`src/rtl/vram_arb_pkg.sv`:
```
// Shared types and constants for the vector-RAM port arbiter.
// Defines the arbiter states and the CPU address window that maps onto vector RAM.
package vram_arb_pkg;

  typedef enum logic [1:0] {
    S_CPU_ONLY = 2'd0,
    S_FLUSH    = 2'd1,
    S_SHARED   = 2'd2
  } arb_state_e;

  localparam logic [15:0] VRAM_BASE = 16'h2000;
  localparam logic [15:0] VRAM_LAST = 16'h3FFF;

  // True when a CPU address lands inside the vector RAM window.
  function automatic logic in_vram(input logic [15:0] addr);
    return (addr >= VRAM_BASE) && (addr <= VRAM_LAST);
  endfunction

endpackage

```
`src/rtl/vram_rd_pipe.sv`:
```
// Read-valid shift register that tracks BRAM reads in flight.
// A token entering on issue appears on rvalid DEPTH cycles later.
module vram_rd_pipe #(
  parameter int unsigned DEPTH = 1
) (
  input  logic clk,
  input  logic rst,
  input  logic issue,
  output logic rvalid
);

  logic [DEPTH-1:0] valid_q;

  // Reset discards every read still in flight.
  always_ff @(posedge clk) begin
    if (rst) begin
      valid_q <= '0;
    end else begin
      valid_q[0] <= issue;
      for (int unsigned i = 1; i < DEPTH; i++) begin
        valid_q[i] <= valid_q[i-1];
      end
    end
  end

  assign rvalid = valid_q[DEPTH-1];

endmodule

```
`src/rtl/vram_port_arbiter.sv`:
```
// Arbitrates the single-port vector RAM between the CPU store-queue drain and
// the vector generator, flushing the queue on every generator start.
module vram_port_arbiter
  import vram_arb_pkg::*;
#(
  parameter int unsigned ADDR_W       = 13,
  parameter int unsigned DATA_W       = 8,
  parameter int unsigned RD_LAT       = 1,
  parameter int unsigned STARVE_LIMIT = 4
) (
  input  logic              clk,
  input  logic              rst,
  input  logic              cpu_empty,
  input  logic [15:0]       cpu_addr,
  input  logic [DATA_W-1:0] cpu_data,
  output logic              cpu_can_write,
  input  logic              vg_go,
  input  logic              vg_busy,
  input  logic              vg_req,
  input  logic [ADDR_W-1:0] vg_addr,
  output logic              vg_ack,
  output logic [DATA_W-1:0] vg_rdata,
  output logic              vg_rvalid,
  output logic [ADDR_W-1:0] bram_addr,
  output logic [DATA_W-1:0] bram_din,
  output logic              bram_we,
  input  logic [DATA_W-1:0] bram_dout,
  output logic              flushing,
  output logic              err_unmapped
);

  localparam int unsigned CNT_W = $clog2(STARVE_LIMIT + 1);
  localparam logic [CNT_W-1:0] CNT_MAX = CNT_W'(STARVE_LIMIT);

  arb_state_e        state_q, state_d;
  logic [CNT_W-1:0]  starve_q, starve_d;
  logic [ADDR_W-1:0] addr_q, addr_d;
  logic [DATA_W-1:0] din_q, din_d;
  logic              we_q, we_d;
  logic              err_q, err_d;
  logic              rd_issue_q, rd_issue_d;

  logic cpu_grant;
  logic vg_grant;
  logic cpu_starved;
  logic cpu_in_range;

  assign cpu_starved  = (starve_q == CNT_MAX) && !cpu_empty;
  assign cpu_in_range = in_vram(cpu_addr);

  // Grant decision; at most one requester wins, nobody wins during reset.
  always_comb begin
    cpu_grant = 1'b0;
    vg_grant  = 1'b0;
    case (state_q)
      S_CPU_ONLY: begin
        cpu_grant = !cpu_empty;
        vg_grant  = cpu_empty && vg_req;
      end
      S_FLUSH: begin
        cpu_grant = !cpu_empty;
      end
      S_SHARED: begin
        vg_grant  = vg_req && !cpu_starved;
        cpu_grant = !vg_grant && !cpu_empty;
      end
      default: begin
        cpu_grant = 1'b0;
        vg_grant  = 1'b0;
      end
    endcase
    if (rst) begin
      cpu_grant = 1'b0;
      vg_grant  = 1'b0;
    end
  end

  // Next state, starvation counter and BRAM port contents.
  always_comb begin
    state_d    = state_q;
    starve_d   = starve_q;
    addr_d     = addr_q;
    din_d      = din_q;
    we_d       = 1'b0;
    err_d      = err_q;
    rd_issue_d = vg_grant;

    if (cpu_grant) begin
      addr_d = cpu_addr[ADDR_W-1:0];
      din_d  = cpu_data;
      we_d   = cpu_in_range;
      if (!cpu_in_range) begin
        err_d = 1'b1;
      end
    end else if (vg_grant) begin
      addr_d = vg_addr;
    end

    if (vg_go || cpu_grant) begin
      starve_d = '0;
    end else if (vg_grant && !cpu_empty && (starve_q != CNT_MAX)) begin
      starve_d = starve_q + CNT_W'(1);
    end

    if (vg_go) begin
      state_d = S_FLUSH;
    end else begin
      case (state_q)
        S_FLUSH:    if (cpu_empty && !cpu_grant) state_d = S_SHARED;
        S_SHARED:   if (!vg_busy) state_d = S_CPU_ONLY;
        S_CPU_ONLY: if (vg_busy) state_d = S_SHARED;
        default:    state_d = S_CPU_ONLY;
      endcase
    end
  end

  always_ff @(posedge clk) begin
    if (rst) begin
      state_q    <= S_CPU_ONLY;
      starve_q   <= '0;
      addr_q     <= '0;
      din_q      <= '0;
      we_q       <= 1'b0;
      err_q      <= 1'b0;
      rd_issue_q <= 1'b0;
    end else begin
      state_q    <= state_d;
      starve_q   <= starve_d;
      addr_q     <= addr_d;
      din_q      <= din_d;
      we_q       <= we_d;
      err_q      <= err_d;
      rd_issue_q <= rd_issue_d;
    end
  end

  // rd_issue_q marks the BRAM address cycle; data follows RD_LAT cycles later.
  vram_rd_pipe #(
    .DEPTH (RD_LAT)
  ) u_rd_pipe (
    .clk    (clk),
    .rst    (rst),
    .issue  (rd_issue_q),
    .rvalid (vg_rvalid)
  );

  assign cpu_can_write = cpu_grant;
  assign vg_ack        = vg_grant;
  assign vg_rdata      = bram_dout;
  assign bram_addr     = addr_q;
  assign bram_din      = din_q;
  assign bram_we       = we_q;
  assign flushing      = (state_q == S_FLUSH);
  assign err_unmapped  = err_q;

endmodule

```
`config.mk`:
```
export PLATFORM = sky130hd
export DESIGN_NAME = vram_port_arbiter
export DESIGN_NICKNAME = d
export VERILOG_FILES = /design/src/rtl/vram_arb_pkg.sv /design/src/rtl/vram_rd_pipe.sv /design/src/rtl/vram_port_arbiter.sv
export SDC_FILE = /design/constraint.sdc
export NUM_CORES = 1
export LEC_CHECK = 0
export ABC_CLOCK_PERIOD_IN_PS = 1900
export BUFFER_PORTS_ARGS = -buffer_cell sky130_fd_sc_hd__buf_2
export CAP_MARGIN = 20
export CORE_AREA = 2 2 76 49
export CTS_CLUSTER_SIZE = 25
export DETAILED_ROUTE_END_ITERATION = 8
export DIE_AREA = 0 0 78 51
export GPL_TIMING_DRIVEN = 0
export PLACE_DENSITY_LB_ADDON = 0.08
export SLEW_MARGIN = 20
export SYNTH_ARGS = -nofsm -noshare
export SYNTH_HDL_FRONTEND = slang
export SYNTH_SLANG_ARGS = --single-unit
export TNS_END_PERCENT = 5
```
`constraint.sdc`:
```
create_clock -name clk -period 1.9 [get_ports clk]
set_input_delay 0.57 -clock clk [delete_from_list [all_inputs] [get_ports clk]]
set_output_delay 0.57 -clock clk [all_outputs]
set_load 0.02 [all_outputs]
```
# Yosys cells after proc, flatten, opt, wreduce, memory -nomap -nowiden

Index checks and enable logic that the tools add are counted.

Input bits: 51
Memories kept: 0
RAM bits: 0
Word-level logic and storage cells: 57
Memory bits (read-only): 0
Bits in latches: 0
Flip-flop bits (word level): 30
Output and inout bits: 35

Multiplexer cells: 11
Add/sub/neg operators: 1
Div/mod/pow operators: 0
Reduce and logical (&&, ||, !) cells: 22
Shift operators: 0
Bitwise operators: 2
Magnitude comparators: 2
$mul: 0
Equality and inequality tests: 10

Operator list:

| kind                                                                     | number |
|---|---|
| 13-bit two-way mux                                                       | 2 |
| 16-bit by 14-bit >= comparator with 1-bit output (second input constant) | 1 |
| 16-bit by 14-bit <= comparator with 1-bit output (second input constant) | 1 |
| 3-bit inequality test (second input constant)                            | 3 |
| 1-bit logical AND                                                        | 8 |
| 2-bit OR reduction                                                       | 4 |
| 2-bit two-way mux                                                        | 3 |
| 2-bit one-hot mux with 3 select lines                                    | 1 |
| 3-bit AND reduction                                                      | 2 |
| 1-bit logical NOT                                                        | 4 |
| 2-bit inequality test (second input constant)                            | 2 |
| 1-bit one-hot mux with 2 select lines                                    | 2 |
| 3-bit by 1-bit adder with 3-bit output (second input constant)           | 1 |
| 3-bit == test (second input constant)                                    | 1 |
| 1-bit two-way mux                                                        | 3 |
| 3-bit by 2-bit inequality test with 1-bit output (second input constant) | 1 |
| 2-bit by 1-bit == test with 1-bit output (second input constant)         | 1 |
| 2-bit == test (second input constant)                                    | 1 |
| 2-bit logical NOT                                                        | 1 |
| 2-bit by 1-bit inequality test with 1-bit output (second input constant) | 1 |
| 1-bit NOT                                                                | 2 |
| 2-bit AND reduction                                                      | 1 |
| 2-bit nonzero test                                                       | 1 |
| 1-bit logical OR                                                         | 1 |

# Depth between registers and ports, before layout

Gate-level depths: netlist of the first run.

Depth in word-level cells: 13
Depth in mapped cells: 7
Mapped depth without buffers: 6

# By module

A second synthesis of the first run with hierarchy kept.

Cells, all modules: 136
Area total of the unflattened synthesis: 1306.3 um^2

By module, submodules not included:

| module            | sequential area each (um^2) | times used | area each (um^2) | cells an instance |
|---|---|---|---|---|
| vram_port_arbiter | 580.6                       | 1          | 1272.5           | 134 |
| vram_rd_pipe      | 20.0                        | 1          | 33.8             | 2 |

# Least setup slack after synthesis of the first run

OpenSTA, ideal clock, no wires.

Kind: input to output
From: in cpu_empty
To: out cpu_can_write
Required time: 1.330 ns
Stages: 4
Arrival time: 1.261 ns
Slack: 0.069 ns
Buffers on the path: 1
Path through: a21o_2 a31o_2 nor2_4 buf_4

Cells in the longest elaborated chain, start to end: 8

RTL lines:

| item                                    | RTL line                | text |
|---|---|---|
| start: declaration                      | vram_port_arbiter.sv:13 | `input logic cpu_empty,` |
| 1-bit logical NOT *                     | --                      |  |
| 1-bit logical AND                       | vram_port_arbiter.sv:48 | `assign cpu_starved = (starve_q == CNT_MAX) && !cpu_empty;` |
| 1-bit logical NOT                       | vram_port_arbiter.sv:64 | `vg_grant = vg_req && !cpu_starved;` |
| 1-bit logical AND                       | vram_port_arbiter.sv:64 |  |
| 1-bit logical NOT                       | vram_port_arbiter.sv:65 | `cpu_grant = !vg_grant && !cpu_empty;` |
| 1-bit logical AND                       | vram_port_arbiter.sv:65 |  |
| 1-bit one-hot mux with 2 select lines * | vram_port_arbiter.sv:55 | `case (state_q)` |
| 1-bit two-way mux *                     | vram_port_arbiter.sv:72 | `if (rst) begin` |
| end: declaration                        | vram_port_arbiter.sv:16 | `output logic cpu_can_write,` |

Mark *: on every way between the ends. The rest lies on a longest branch, timed or not.

# Final worst setup path of the first run

From: reg starve_q[0]
To: out cpu_can_write

Cells in the longest elaborated chain, start to end: 8

RTL lines:

| item                                  | RTL line                 | text |
|---|---|---|
| start: declaration                    | vram_port_arbiter.sv:36  | `logic [CNT_W-1:0] starve_q, starve_d;` |
| start signal: assignment              | vram_port_arbiter.sv:128 | `starve_q <= starve_d;` |
| 3-bit == test                         | vram_port_arbiter.sv:48  |  |
| 1-bit logical AND                     | vram_port_arbiter.sv:48  |  |
| 1-bit logical NOT                     | vram_port_arbiter.sv:64  |  |
| 1-bit logical AND                     | vram_port_arbiter.sv:64  |  |
| 1-bit logical NOT                     | vram_port_arbiter.sv:65  |  |
| 1-bit logical AND                     | vram_port_arbiter.sv:65  |  |
| 1-bit one-hot mux with 2 select lines | vram_port_arbiter.sv:55  |  |
| 1-bit two-way mux                     | vram_port_arbiter.sv:72  |  |

No other way between the ends.

==> metrics, run 1 <==
Setup CP Type register to output port; die width 78 um; Initial Util 38.2%; dpl cells 259; Num CTS Buffers 5; FF/Latch Area 603 um2; multi-input logic area 604 um2; Yosys top cell by area dfxtp_1; Critical Path AT 1.42 ns; worst slack, placed -0.333 ns; max_cap viols 0; fin util 56.4%; r2r setup slk 0.31 ns; Root Driver clkbuf_8; RSZ-0062 raised after global routing true; clock skew 0.00760 ns; Post-DP Area 1740 um2; Post-Route WL 3330 um; full die area 3980 um2; core area 3400 um2; Syn. warnings 0; DR WL/cell 12.2 um; Worst Setup Start Kind register; final worst path period need 1.99 ns; largest net degree at the start of global routing 11; DRC Markers 0; Pre-antenna DRT Iters 4; Critical Path Slowest Stage Cell dfxtp_2; fillers 327; Hold Vio Cnt, Final 0; synthesized area per cell 9.55 um2; Hold Crit Class register to register; fmax 0.503 GHz; commonest non-fill, non-tap cell in the layout buf_2; area share of fa/ha/maj cells after synthesis 1.93%; layout cells sized above 1 53.5%; CTS tree built; clock latency on the worst-skew pair 0.28 ns; worst IR drop on VDD 389 uV; multiplexer share of the synthesized area 0%; simple-gate share of the synthesized area 13.8%; vias per cell 4.84; Slew HR 60.2%; Vias 1320; status finished with violations; crit-path max cell delay 0.33 ns; Die Y 51 um; Leakage 0.00103 uW; PnR worst setup slack -0.0887 ns; Final Max Slew Viols 0; CTS sink cnt 30; Antenna Cells 0; Iter 0 DRT Violations 50; sum of negative setup slack -0.133 ns; # IOs 86; H-tree depth 2; worst path cell trace inv_2, ha_4, nand2_4, a31o_4, nor2_4, buf_6; Mapped Area 1300 um2; Net Count, Synth 189; first-pass GRT wire length 5110 um; final setup fails 2; crit-path max FO 3; Post-Synth XOR/XNOR Area 1.35%; Area contributors post-synth dfxtp_1, a21o_1, nand2_1; Syn Inst Count 136; clock slew at reported path FFs 0.07 ns; post-DP HPWL 2410 um; number of I/O port buffers 76; post-synthesis compound-gate area fraction 27.3%; antenna violations before repair 0; Slew @ Worst Pin 0.589 ns; Core Rows 17; GRT Residual Overflow 0; Final Net Count 278; Yosys top cell area share 46.2%; vias in the first global route 1222; pwr dens 785 nW/um2; Seq cells post-synth 30; commonest non-fill, non-tap cells in the layout buf_2, dfxtp_1, nand2_1; post-route clock period utilization 105%; RD Place Congestion 0.705; Hold Path Depth 1; maximum clock insertion buffer count 2; remaining antenna violation count 0; Total GRT Usage 16.7%; crit end category output port; P&R area growth vs syn 47.9%; Seq/Total Area, Yosys 46.2%; failing checks negative setup slack; main combinational cell family by area after synthesis compound AO/OA/AOI/OAI gates; Non-Filler Instances 273; R2R depth 7; Worst Path Required 1.33 ns; number of library cell types mapped by synthesis 33; Post-Layout Inst Area 1920 um2
[state kept, by name (all words and copies together) (netlist names)]
name,count
u_rd_pipe.rvalid,1
err_unmapped,1
rd_issue_q,1
starve_q,3
bram_we,1
bram_addr,13
bram_din,8
state_q,2
[cells in the mapped netlist (all sizes together)]
cell type	count
xor2	1
or3	1
nor2	7
nand3b	1
inv	3
nand2	20
o21ai	1
xnor2	1
nor2b	2
o211a	2
ha	2
a21o	13
a21oi	14
nand3	2
a22o	12
and2b	1
a31oi	1
nor3	2
buf	13
a31o	1
nand2b	1
nor4b	1
a21boi	1
a22oi	1
clkbuf	2
dfxtp	30
[metal layers]
metal | track usage, % | part of all wire, % | vias to the layer above
li1 | - | - | 644
met1 | 18.8 | 44 | 612
met2 | 29.5 | 46 | 59
met3 | 5.12 | 9.1 | 5
met4 | 7.89 | 1.2 | 0
met5 | 0 | 0 | -
[stage by stage]
stage	power, uW	hold WS (ns)
2_1_floorplan	871	0.414
3_3_place_gp	976	0.439
3_5_place_dp	982	0.438
4_1_cts	1530	0.450
5_1_grt	1580	0.475
6_report	1510	0.451
[kinds of logic (layout without fill, tap and decap cells)]
kind of cell / after synthesis / count (layout)
simple gates: 38 / 38
flops: 30 / 30
fa+ha+maj: 2 / 2
compound gates: 46 / 46
xor+xnor: 2 / 2
buf+inv: 18 / 108
[worst max-delay path: cells and delay by family, from the launching register on]
kind | cells | cell delay, ns
buf+inv | 2 | 0.21
flops | 1 | 0.33
compound gates | 1 | 0.26
fa+ha+maj | 1 | 0.16
simple gates | 2 | 0.18
[cell type report]
| cell class | count | share of cell area (%) |
|---|---|---|
| multi-input combinational | 88 | 31.5 |
| sequential | 30 | 31.4 |
| timing repair buffer | 84 | 23.7 |
| buffer | 13 | 4.82 |
| clock buffer | 6 | 4.30 |
| tap | 47 | 3.06 |
| clock inverter | 2 | 0.651 |
| inverter | 3 | 0.586 |
[worst paths after layout]
kind,endpoint,startpoint
max,cpu_can_write,starve_q[0]$_SDFFE_PP0P_
min,u_rd_pipe.rvalid$_SDFF_PP0_,rd_issue_q$_SDFF_PP0_
min reg2reg,u_rd_pipe.rvalid$_SDFF_PP0_,rd_issue_q$_SDFF_PP0_
max reg2reg,bram_addr[3]$_SDFFE_PP0P_,starve_q[0]$_SDFFE_PP0P_
[power by group]
part	leakage (uW)	switching, uW	total (uW)	internal (uW)
clock network	0.0000472	238	529	291
registers	0.000248	21.3	690	669
logic	0.000738	155	289	134
total	0.00103	414	1510	1090
[repair_timing]
| action | 4_1_cts | 5_1_grt |
|---|---|---|
| gates resized for setup | 14 | 1 |
| setup buffers | 7 | 1 |
| hold endpoints to repair | 0 | 0 |
| setup endpoints to repair | 2 | 2 |
| hold buffers | 0 | 0 |
| pin swaps | 5 | 4 |
| gates cloned | 0 | 0 |
(Power assumes the default switching activity.)
==> run 2, diff against run 1 <==
TNS_END_PERCENT = default   (was 5)
==> run 2 against run 1 <==
  * The run still ends with negative setup slack left
  * First-iteration DRC count rose by 12%
  * Non-clock buffer count rose by 1
  * Register-to-register slack got worse by 0.12 ns
  * Sequential share of layout area fell by 0.12 points
  * Setup slack got worse by 0.0016 ns
  * Maximum frequency barely moved
  * Wire length rose by 1.7%
  * Die area did not move
  * Critical path depth did not move
  * Global-route usage rose by 0.27 points
==> metrics, run 2 (synthesized netlist as in run 1, its figures left out) <==
status finished with violations (unchanged); failing checks negative setup slack (unchanged); H-tree depth 2 (unchanged); Num CTS Buffers 5 (unchanged); remaining antenna violation count 0 (unchanged); final worst path period need 1.99 ns (about the same); FF/Latch Area 603 um2 (unchanged); Cell Int Power 1090 uW (about the same); Slew HR 60.5% (was 60.2%); power share of the clock group 35.1% (about the same); Worst Setup Start Kind register (unchanged); Post-Route WL 3390 um (was 3330 um); CTS tree built (unchanged); Tot Pwr 1510 uW (about the same); Critical Path AT 1.42 ns (about the same); worst IR drop on VDD 414 uV (was 389 uV); die width 78 um (unchanged); post-DP HPWL 2410 um (unchanged); switching power 417 uW (was 414 uW); Leakage 0.00104 uW (was 0.00103 uW); vias per cell 4.83 (was 4.84); P&R area growth vs syn 48.5% (was 47.9%); clock slew at reported path FFs 0.07 ns (about the same); # IOs 86 (unchanged); largest net degree at the start of global routing 11 (unchanged); max reg flops 13 (unchanged); Final Net Count 279 (was 278); maximum clock insertion buffer count 2 (unchanged); Non-Filler Instances 274 (was 273); Hold Crit Class register to register (unchanged); clock skew 0.00769 ns (was 0.00760 ns); commonest non-fill, non-tap cells in the layout buf_2, dfxtp_1, nand2_1 (unchanged); Logic pwr share 19.2% (about the same); number of I/O port buffers 76 (unchanged); Root Driver clkbuf_8 (unchanged); antenna violations before repair 0 (unchanged); PnR worst setup slack -0.0903 ns (was -0.0887 ns); Final Max Slew Viols 0 (unchanged); final setup fails 1 (was 2); post-route clock period utilization 105% (about the same); Core Rows 17 (unchanged); crit end category output port (unchanged); vias in the first global route 1222 (unchanged); dpl cells 259 (unchanged); DR WL/cell 12.4 um (was 12.2 um); RD Place Congestion 0.705 (unchanged); CTS Hold Bufs 0 (unchanged); clock latency on the worst-skew pair 0.28 ns (about the same); core area 3400 um2 (unchanged); switching share of power 27.6% (was 27.5%); sequential power share 45.6% (was 45.8%); GRT Residual Overflow 0 (unchanged); layout cells sized above 1 53.7% (was 53.5%); CTS sink cnt 30 (unchanged); Setup CP Type register to output port (unchanged); full die area 3980 um2 (unchanged); Worst Path Required 1.33 ns (about the same); Die Y 51 um (unchanged); max_cap viols 0 (unchanged); Pre-antenna DRT Iters 4 (unchanged); Slew @ Worst Pin 0.585 ns (was 0.589 ns); Vias 1323 (was 1320); pwr dens 784 nW/um2 (was 785 nW/um2); DRC Markers 0 (unchanged); sum of negative setup slack -0.0903 ns (was -0.133 ns); Iter 0 DRT Violations 56 (was 50); commonest non-fill, non-tap cell in the layout buf_2 (unchanged); Total GRT Usage 17.0% (was 16.7%); Initial Util 38.2% (unchanged); first-pass GRT wire length 5170 um (was 5110 um); multi-input logic area 604 um2 (unchanged); Hold Vio Cnt, Final 0 (unchanged); worst slack, placed -0.333 ns (unchanged); fmax 0.502 GHz (was 0.503 GHz); crit-path max FO 3 (unchanged); fillers 330 (was 327); RSZ-0062 raised after global routing true (unchanged); Antenna Cells 0 (unchanged)
==> run 2: layout make-up <==
cell class                      instances  share of cell area (%)
Clock inverter                          2                   0.649
Clock buffer                            6                    4.28
Sequential cell                        30                    31.3
Buffer                                 13                    4.80
Inverter                                3                   0.584
Multi-Input combinational cell         88                    31.3
Timing Repair Buffer                   85                    24.0
Tap cell                               47                    3.05
==> run 2: per-stage QoR <==
step | utilization, % | area (um2) | hold slack (ns)
floorplan | - | 1300 | 0.414
global placement | 51.1 | 1740 | 0.439
detailed placement | 51.1 | 1740 | 0.438
CTS | 56.6 | 1930 | 0.450
global route | 56.7 | 1930 | 0.475
finish | 56.7 | 1930 | 0.452
==> run 2: final timing paths <==
kind                            start                          end  slack [ns]  cells past startpoint
max          starve_q[0]$_SDFFE_PP0P_                cpu_can_write       -0.09                      6
min             rd_issue_q$_SDFF_PP0_  u_rd_pipe.rvalid$_SDFF_PP0_        0.45                      1
max reg2reg  starve_q[0]$_SDFFE_PP0P_    bram_addr[3]$_SDFFE_PP0P_        0.19                      8
min reg2reg     rd_issue_q$_SDFF_PP0_  u_rd_pipe.rvalid$_SDFF_PP0_        0.45                      1
==> run 2: per-layer routing <==
metal	vias up	share of wire (%)	global-route usage, %
li1	645	-	-
met1	614	44	19.0
met2	59	46	30.2
met3	5	8.9	5.12
met4	0	1.2	7.89
met5	-	0	0
==> run 2: critical path, cell delays in order (launching register included) <==
cell,delay (ns)
dfxtp_2,0.33
inv_2,0.07
ha_4,0.16
nand2_4,0.05
a31o_4,0.26
nor2_4,0.13
buf_6,0.14
==> run 2: timing repair <==
| item | 4_1_cts | 5_1_grt |
|---|---|---|
| pin swaps | 5 | 4 |
| setup buffers | 8 | 1 |
| gates resized for setup | 14 | 1 |
| endpoints found under the setup margin | 2 | 1 |
==> run 2: power by group through the flow <==
stage | logic [uW] | clock network, uW | registers, uW
after CTS | 295 | 544 | 690
after detailed placement | 279 | 0 | 703
after floorplan | 125 | 0 | 746
after global placement | 275 | 0 | 701
after global routing | 314 | 570 | 695
final | 291 | 531 | 690
